File: config.mk
export PLATFORM = sky130hd
export DESIGN_NAME = hitomezashi_gen
export DESIGN_NICKNAME = d
export VERILOG_FILES = /design/src/rtl/hitomezashi_pkg.sv /design/src/rtl/hitomezashi_loader.sv /design/src/rtl/hitomezashi_gen.sv
export SDC_FILE = /design/constraint.sdc
export NUM_CORES = 1
export LEC_CHECK = 0
export CAP_MARGIN = 10
export CORE_UTILIZATION = 40
export CTS_CLUSTER_SIZE = 24
export DETAILED_ROUTE_END_ITERATION = 8
export HOLD_SLACK_MARGIN = 0.1
export SYNTH_ARGS = -nofsm -noshare
export SYNTH_HDL_FRONTEND = slang
export SYNTH_SLANG_ARGS = --single-unit
File: constraint.sdc
create_clock -name clk_pix -period 3.4 [get_ports clk_pix]
set_clock_uncertainty 0.1 [all_clocks]
set_input_delay 1.02 -clock clk_pix [delete_from_list [all_inputs] [get_ports clk_pix]]
set_output_delay 1.02 -clock clk_pix [all_outputs]
set_load 0.05 [all_outputs]
File: src/rtl/hitomezashi_pkg.sv
// Shared types and default start vectors for the Hitomezashi stitch generator.
// Vectors are declared [0:N-1] so index 0 is the MSB, i.e. column/row 0.
package hitomezashi_pkg;

  typedef enum logic [1:0] {
    IDLE   = 2'd0,
    LOAD_V = 2'd1,
    LOAD_H = 2'd2,
    PEND   = 2'd3
  } load_state_t;

  localparam logic [0:39] V_INIT_DEF = 40'b0110000101001101001110101101010111101101;
  localparam logic [0:21] H_INIT_DEF = 22'b1011101001000011010000;

endpackage

File: src/rtl/hitomezashi_loader.sv
// Serial start-vector loader: fills the shadow vectors bit by bit and raises
// a commit strobe on the first frame pulse once both vectors are complete.
module hitomezashi_loader
  import hitomezashi_pkg::*;
#(
  parameter int V_LINES = 40,
  parameter int H_LINES = 22
) (
  input  logic               i_clk,
  input  logic               i_rst,
  input  logic               i_load_start,
  input  logic               i_load_valid,
  input  logic               i_load_bit,
  input  logic               i_frame,
  output logic               o_load_ready,
  output logic               o_busy,
  output logic               o_commit,
  output logic [0:V_LINES-1] o_shadow_v,
  output logic [0:H_LINES-1] o_shadow_h
);

  localparam int CNTW  = $clog2(V_LINES > H_LINES ? V_LINES : H_LINES);
  localparam int VIDXW = $clog2(V_LINES);
  localparam int HIDXW = $clog2(H_LINES);

  load_state_t        r_state;
  load_state_t        w_state_nxt;
  logic [CNTW-1:0]    r_cnt;
  logic [0:V_LINES-1] r_shadow_v;
  logic [0:H_LINES-1] r_shadow_h;
  logic               w_last_v;
  logic               w_last_h;

  assign w_last_v = (r_cnt == CNTW'(V_LINES - 1));
  assign w_last_h = (r_cnt == CNTW'(H_LINES - 1));

  always_ff @(posedge i_clk) begin
    if (i_rst) r_state <= IDLE;
    else       r_state <= w_state_nxt;
  end

  always_comb begin
    w_state_nxt  = r_state;
    o_load_ready = 1'b0;
    o_busy       = 1'b0;
    o_commit     = 1'b0;
    case (r_state)
      IDLE: begin
        if (i_load_start) w_state_nxt = LOAD_V;
      end
      LOAD_V: begin
        o_load_ready = 1'b1;
        o_busy       = 1'b1;
        if (i_load_valid && w_last_v) w_state_nxt = LOAD_H;
      end
      LOAD_H: begin
        o_load_ready = 1'b1;
        o_busy       = 1'b1;
        if (i_load_valid && w_last_h) w_state_nxt = PEND;
      end
      PEND: begin
        o_busy = 1'b1;
        if (i_frame) begin
          o_commit    = 1'b1;
          w_state_nxt = IDLE;
        end
      end
      default: w_state_nxt = IDLE;
    endcase
  end

  // ready is high in both LOAD states, so valid alone marks an accepted bit
  always_ff @(posedge i_clk) begin
    if (i_rst) begin
      r_cnt      <= '0;
      r_shadow_v <= '0;
      r_shadow_h <= '0;
    end else begin
      case (r_state)
        IDLE: begin
          if (i_load_start) r_cnt <= '0;
        end
        LOAD_V: begin
          if (i_load_valid) begin
            r_shadow_v[r_cnt[VIDXW-1:0]] <= i_load_bit;
            r_cnt <= w_last_v ? '0 : r_cnt + 1'b1;
          end
        end
        LOAD_H: begin
          if (i_load_valid) begin
            r_shadow_h[r_cnt[HIDXW-1:0]] <= i_load_bit;
            r_cnt <= w_last_h ? '0 : r_cnt + 1'b1;
          end
        end
        default: ;
      endcase
    end
  end

  assign o_shadow_v = r_shadow_v;
  assign o_shadow_h = r_shadow_h;

endmodule

File: src/rtl/hitomezashi_gen.sv
// Hitomezashi stitch-pattern generator: maps sx/sy to a registered stitch flag,
// with runtime-loadable start vectors committed at frame start and optional rotation.
module hitomezashi_gen
  import hitomezashi_pkg::*;
#(
  parameter int               CORDW     = 12,
  parameter int               CELL_LOG2 = 5,
  parameter int               V_LINES   = 40,
  parameter int               H_LINES   = 22,
  parameter logic [0:V_LINES-1] V_INIT  = V_INIT_DEF,
  parameter logic [0:H_LINES-1] H_INIT  = H_INIT_DEF,
  parameter int               ANIMW     = 8
) (
  input  logic             clk_pix,
  input  logic             rst_pix,
  input  logic [CORDW-1:0] sx,
  input  logic [CORDW-1:0] sy,
  input  logic             frame,
  input  logic             anim_en,
  input  logic [ANIMW-1:0] anim_div,
  input  logic             load_start,
  input  logic             load_valid,
  input  logic             load_bit,
  output logic             load_ready,
  output logic             load_done,
  output logic             busy,
  output logic             stitch
);

  localparam int CXW = CORDW - CELL_LOG2;

  logic [0:V_LINES-1] w_shadow_v;
  logic [0:H_LINES-1] w_shadow_h;
  logic               w_commit;
  logic [0:V_LINES-1] r_v_act;
  logic [0:H_LINES-1] r_h_act;
  logic [ANIMW-1:0]   r_frame_cnt;
  logic               r_load_done;
  logic               r_stitch;
  logic [CXW-1:0]     w_cx;
  logic [CXW-1:0]     w_cy;
  logic               w_v_bit;
  logic               w_h_bit;
  logic               w_v_line;
  logic               w_h_line;
  logic               w_v_on;
  logic               w_h_on;

  hitomezashi_loader #(
    .V_LINES (V_LINES),
    .H_LINES (H_LINES)
  ) u_loader (
    .i_clk        (clk_pix),
    .i_rst        (rst_pix),
    .i_load_start (load_start),
    .i_load_valid (load_valid),
    .i_load_bit   (load_bit),
    .i_frame      (frame),
    .o_load_ready (load_ready),
    .o_busy       (busy),
    .o_commit     (w_commit),
    .o_shadow_v   (w_shadow_v),
    .o_shadow_h   (w_shadow_h)
  );

  // commit and rotation both happen only on frame, so a frame never tears
  always_ff @(posedge clk_pix) begin
    if (rst_pix) begin
      r_v_act     <= V_INIT;
      r_h_act     <= H_INIT;
      r_frame_cnt <= '0;
      r_load_done <= 1'b0;
    end else begin
      r_load_done <= w_commit;
      if (w_commit) begin
        r_v_act     <= w_shadow_v;
        r_h_act     <= w_shadow_h;
        r_frame_cnt <= '0;
      end else if (!anim_en) begin
        r_frame_cnt <= '0;
      end else if (frame) begin
        if (r_frame_cnt == anim_div) begin
          r_frame_cnt <= '0;
          r_v_act     <= {r_v_act[1:V_LINES-1], r_v_act[0]};
          r_h_act     <= {r_h_act[1:H_LINES-1], r_h_act[0]};
        end else begin
          r_frame_cnt <= r_frame_cnt + 1'b1;
        end
      end
    end
  end

  assign w_cx = sx[CORDW-1:CELL_LOG2];
  assign w_cy = sy[CORDW-1:CELL_LOG2];

  // explicit mux so cells past the last line read 0 without an out-of-range select
  always_comb begin
    w_v_bit = 1'b0;
    w_h_bit = 1'b0;
    for (int i = 0; i < V_LINES; i++)
      if (w_cx == CXW'(i)) w_v_bit = r_v_act[i];
    for (int j = 0; j < H_LINES; j++)
      if (w_cy == CXW'(j)) w_h_bit = r_h_act[j];
  end

  assign w_v_line = (sx[CELL_LOG2-1:0] == '0);
  assign w_h_line = (sy[CELL_LOG2-1:0] == '0);
  assign w_v_on   = sy[CELL_LOG2] ^ w_v_bit;
  assign w_h_on   = sx[CELL_LOG2] ^ w_h_bit;

  always_ff @(posedge clk_pix) begin
    if (rst_pix) r_stitch <= 1'b0;
    else         r_stitch <= (w_v_line & w_v_on) | (w_h_line & w_h_on);
  end

  assign load_done = r_load_done;
  assign stitch    = r_stitch;

endmodule

==> out/qor.csv <==
stage;metric;value;unit
die;fp.dieArea;18740;sq um
finish;diodes;0;
synthesis;synthCells;958;
die;num_io_pins;43;
sta;final_max_slew_viol_count;0;
sta;setup_viol;0;
setup_path;cp.arrival;2.07;ns
finish;final_common_cell;nand2_1;
sta;clock.fmax;313.5;MHz
setup_path;crit_path_max_fanout;4;
route;drtIter0Drc;741;
place;post-place-ws;0.03859;ns
finish;nets;1022;
power;vdd_drop_max;0.4330;mV
synthesis;syn_area_per_cell;7.599;sq um
clock_network;cts.htree.levels;4;
route;drc_errors;0;
clock_network;cts_tree;built;
route;routed_wl;18780;um
setup_path;r2r_slack;1.12;ns
sta;tightest_slew;0.8273;ns
worst_hold_path;hp-class;reg -> reg;
synthesis;synthArstFlopShare;0;%
global_routing;grt_usage;21.32;%
clock_network;clock_sinks;142;
synthesis;synth_cell_type_count;61;
clock_network;post_cts_resized;0;
clock_network;clkLatencyLatePin;0.43;ns
finish;fill_cells;1747;
setup_path;critPathCaptureType;output port;
die;initial_core_util;41.51;%
synthesis;synth_enable_flop_cells;0;
synthesis;syn_nets;1007;
global_routing;grt_max_degree;136;
route;wire_per_inst;15.51;um
job;cap_violations;0;
setup_path;critPathKind;reg -> out;
clock_network;path_clk_slew;0.07;ns
sta;layout_setup_ws;0.2098;ns
sta;fin_setup_tns;0;ns
power;powerDensity;553.7;nW/um^2
finish;area_growth;19.01;%
die;core;17540;sq um
clock_network;clockBufferDepth;2;
global_routing;overflow;0;
synthesis;yosysWarningCount;0;
sta;max_slew_margin;44.73;%
route;drt_first_pass_iters;7;
sta;fin_crit_sh;93.83;%
die;rows;48;
global_routing;grt_pass1_vias;6046;
place;gp_congestion;0.8240;
die;fp.dieW;136.9;um
clock_network;cts_buffers;17;
sta;rsz0062_at_grt;false;
die;chipHeight;136.9;um
status;outcome;finished clean;
place;port_buffers;42;
clock_network;cts_hold_buf;0;
synthesis;yosys_register_bits;142;
route;viasPerCell;5.438;
sta;hold_viol_final;0;
power;leakagePower;3.172;nW
global_routing;grt_pass1_wl;31160;um
synthesis;ys.flop_type;dfxtp_1;
route;drtAntennaViolNets;0;
synthesis;yosysSeqAreaShare;39.05;%
finish;mostFrequentLayoutCells;nand2_1 (192), dfxtp_1 (142), nor2_1 (107), o21ai_0 (71), a21oi_1 (59);
sta;hold-worst-slack;0.3591;ns
clock_network;postCtsSetupBuffers;0;
place;dp_hpwl;12750;um
clock_network;root_buffer;clkbuf_16;
setup_path;cp.required;2.28;ns
synthesis;netlist_area;7279;sq um
sta;fin_crit;3.190;ns
setup_path;crit_path_start_kind;flip-flop;
finish;drive_gt1_share;9.838;%
route;vias;6585;
global_routing;antenna_found_initial;0;
-- per-layer routing --
layer,wire (um),GRT usage [%],share of wire [%],vias to the layer above
li1,-,-,-,3353
met2,7707,30.01,41,160
met3,837,4.037,4.5,20
met5,0,0,0,-
met4,244,6.288,1.3,0
met1,9987,32.42,53,3052
-- cells by family after synthesis --
| kind of cell | count (synthesis) | share of synthesized area [%] |
|---|---|---|
| buffers and inverters | 94 | 5.896 |
| AO/OA/AOI/OAI | 199 | 16.84 |
| AND/OR/NAND/NOR | 460 | 28.89 |
| XOR/XNOR | 17 | 2.045 |
| adder cells (fa/ha/maj) | 10 | 1.719 |
| flip-flops | 142 | 39.05 |
| multiplexers | 36 | 5.552 |
-- synthesized netlist by cell type (6+ instances only) --
cell	n	area [sq um]
nor3_1	10	50.05
xor2_1	7	61.31
a311oi_1	32	280.3
ha_1	10	125.1
a31oi_1	9	56.30
nor2_1	107	401.6
o21ai_0	71	355.3
dfxtp_1	142	2843
xnor2_1	10	87.58
inv_1	15	56.30
and3_1	8	50.05
a21oi_1	59	295.3
mux2i_1	28	280.3
nor3b_1	6	45.04
clkbuf_1	55	206.5
or2_2	10	62.56
nand2_1	193	724.4
nand3_1	48	240.2
nand2b_1	31	193.9
nand4_1	22	137.6
buf_2	12	60.06
-- cell type report --
cell class                 count  area (sq um)  share of cell area [%]
clock inverter                15         290.3                   3.351
multi-input combinational    722          4019                   46.39
timing repair buffer          75         748.2                   8.637
clock buffer                  17         425.4                   4.910
tap                          225         281.5                   3.250
sequential                   142          2843                   32.81
inverter                      15         56.30                  0.6499
-- metrics by stage --
step	utilization, %	area, sq um	cells	power (W)
finish	49.40	8663	1211	0.004797
global route	49.40	8663	1211	0.004997
CTS	49.40	8663	1211	0.004830
detailed placement	45.32	7948	1179	0.002570
global placement	45.32	7948	1179	0.002567
floorplan	-	7279	958	0.002340
-- where the power goes --
group          internal (W)  switching [W]  leakage [nW]
logic              0.000312       0.000445          1.69
clock network       0.00152       0.000736         0.339
registers           0.00172      0.0000556          1.15
total               0.00356        0.00124          3.17
-- worst max-delay path: stages (launching register included) --
cell and delay, ns:
dfxtp_1 0.39, inv_1 0.10, ha_1 0.34, clkdlybuf4s50_1 0.82
-- final timing paths --
path / start / endpoint / cells past startpoint
setup / recovery: u_loader.r_state[1] / load_ready / 3
hold / removal: u_loader.o_shadow_h[3] / u_loader.o_shadow_h[3] / 2
setup reg to reg: u_loader.r_cnt[5] / u_loader.r_state[1] / 6
hold reg to reg: u_loader.o_shadow_h[3] / u_loader.o_shadow_h[3] / 2
-- registers in the layout (all words and copies together) (netlist names) --
signal,count
u_loader.o_shadow_v,40
r_v_act,40
r_frame_cnt,8
r_h_act,22
u_loader.o_shadow_h,22
u_loader.r_state,2
load_done,1
u_loader.r_cnt,6
stitch,1
(Power assumes the default switching activity.)
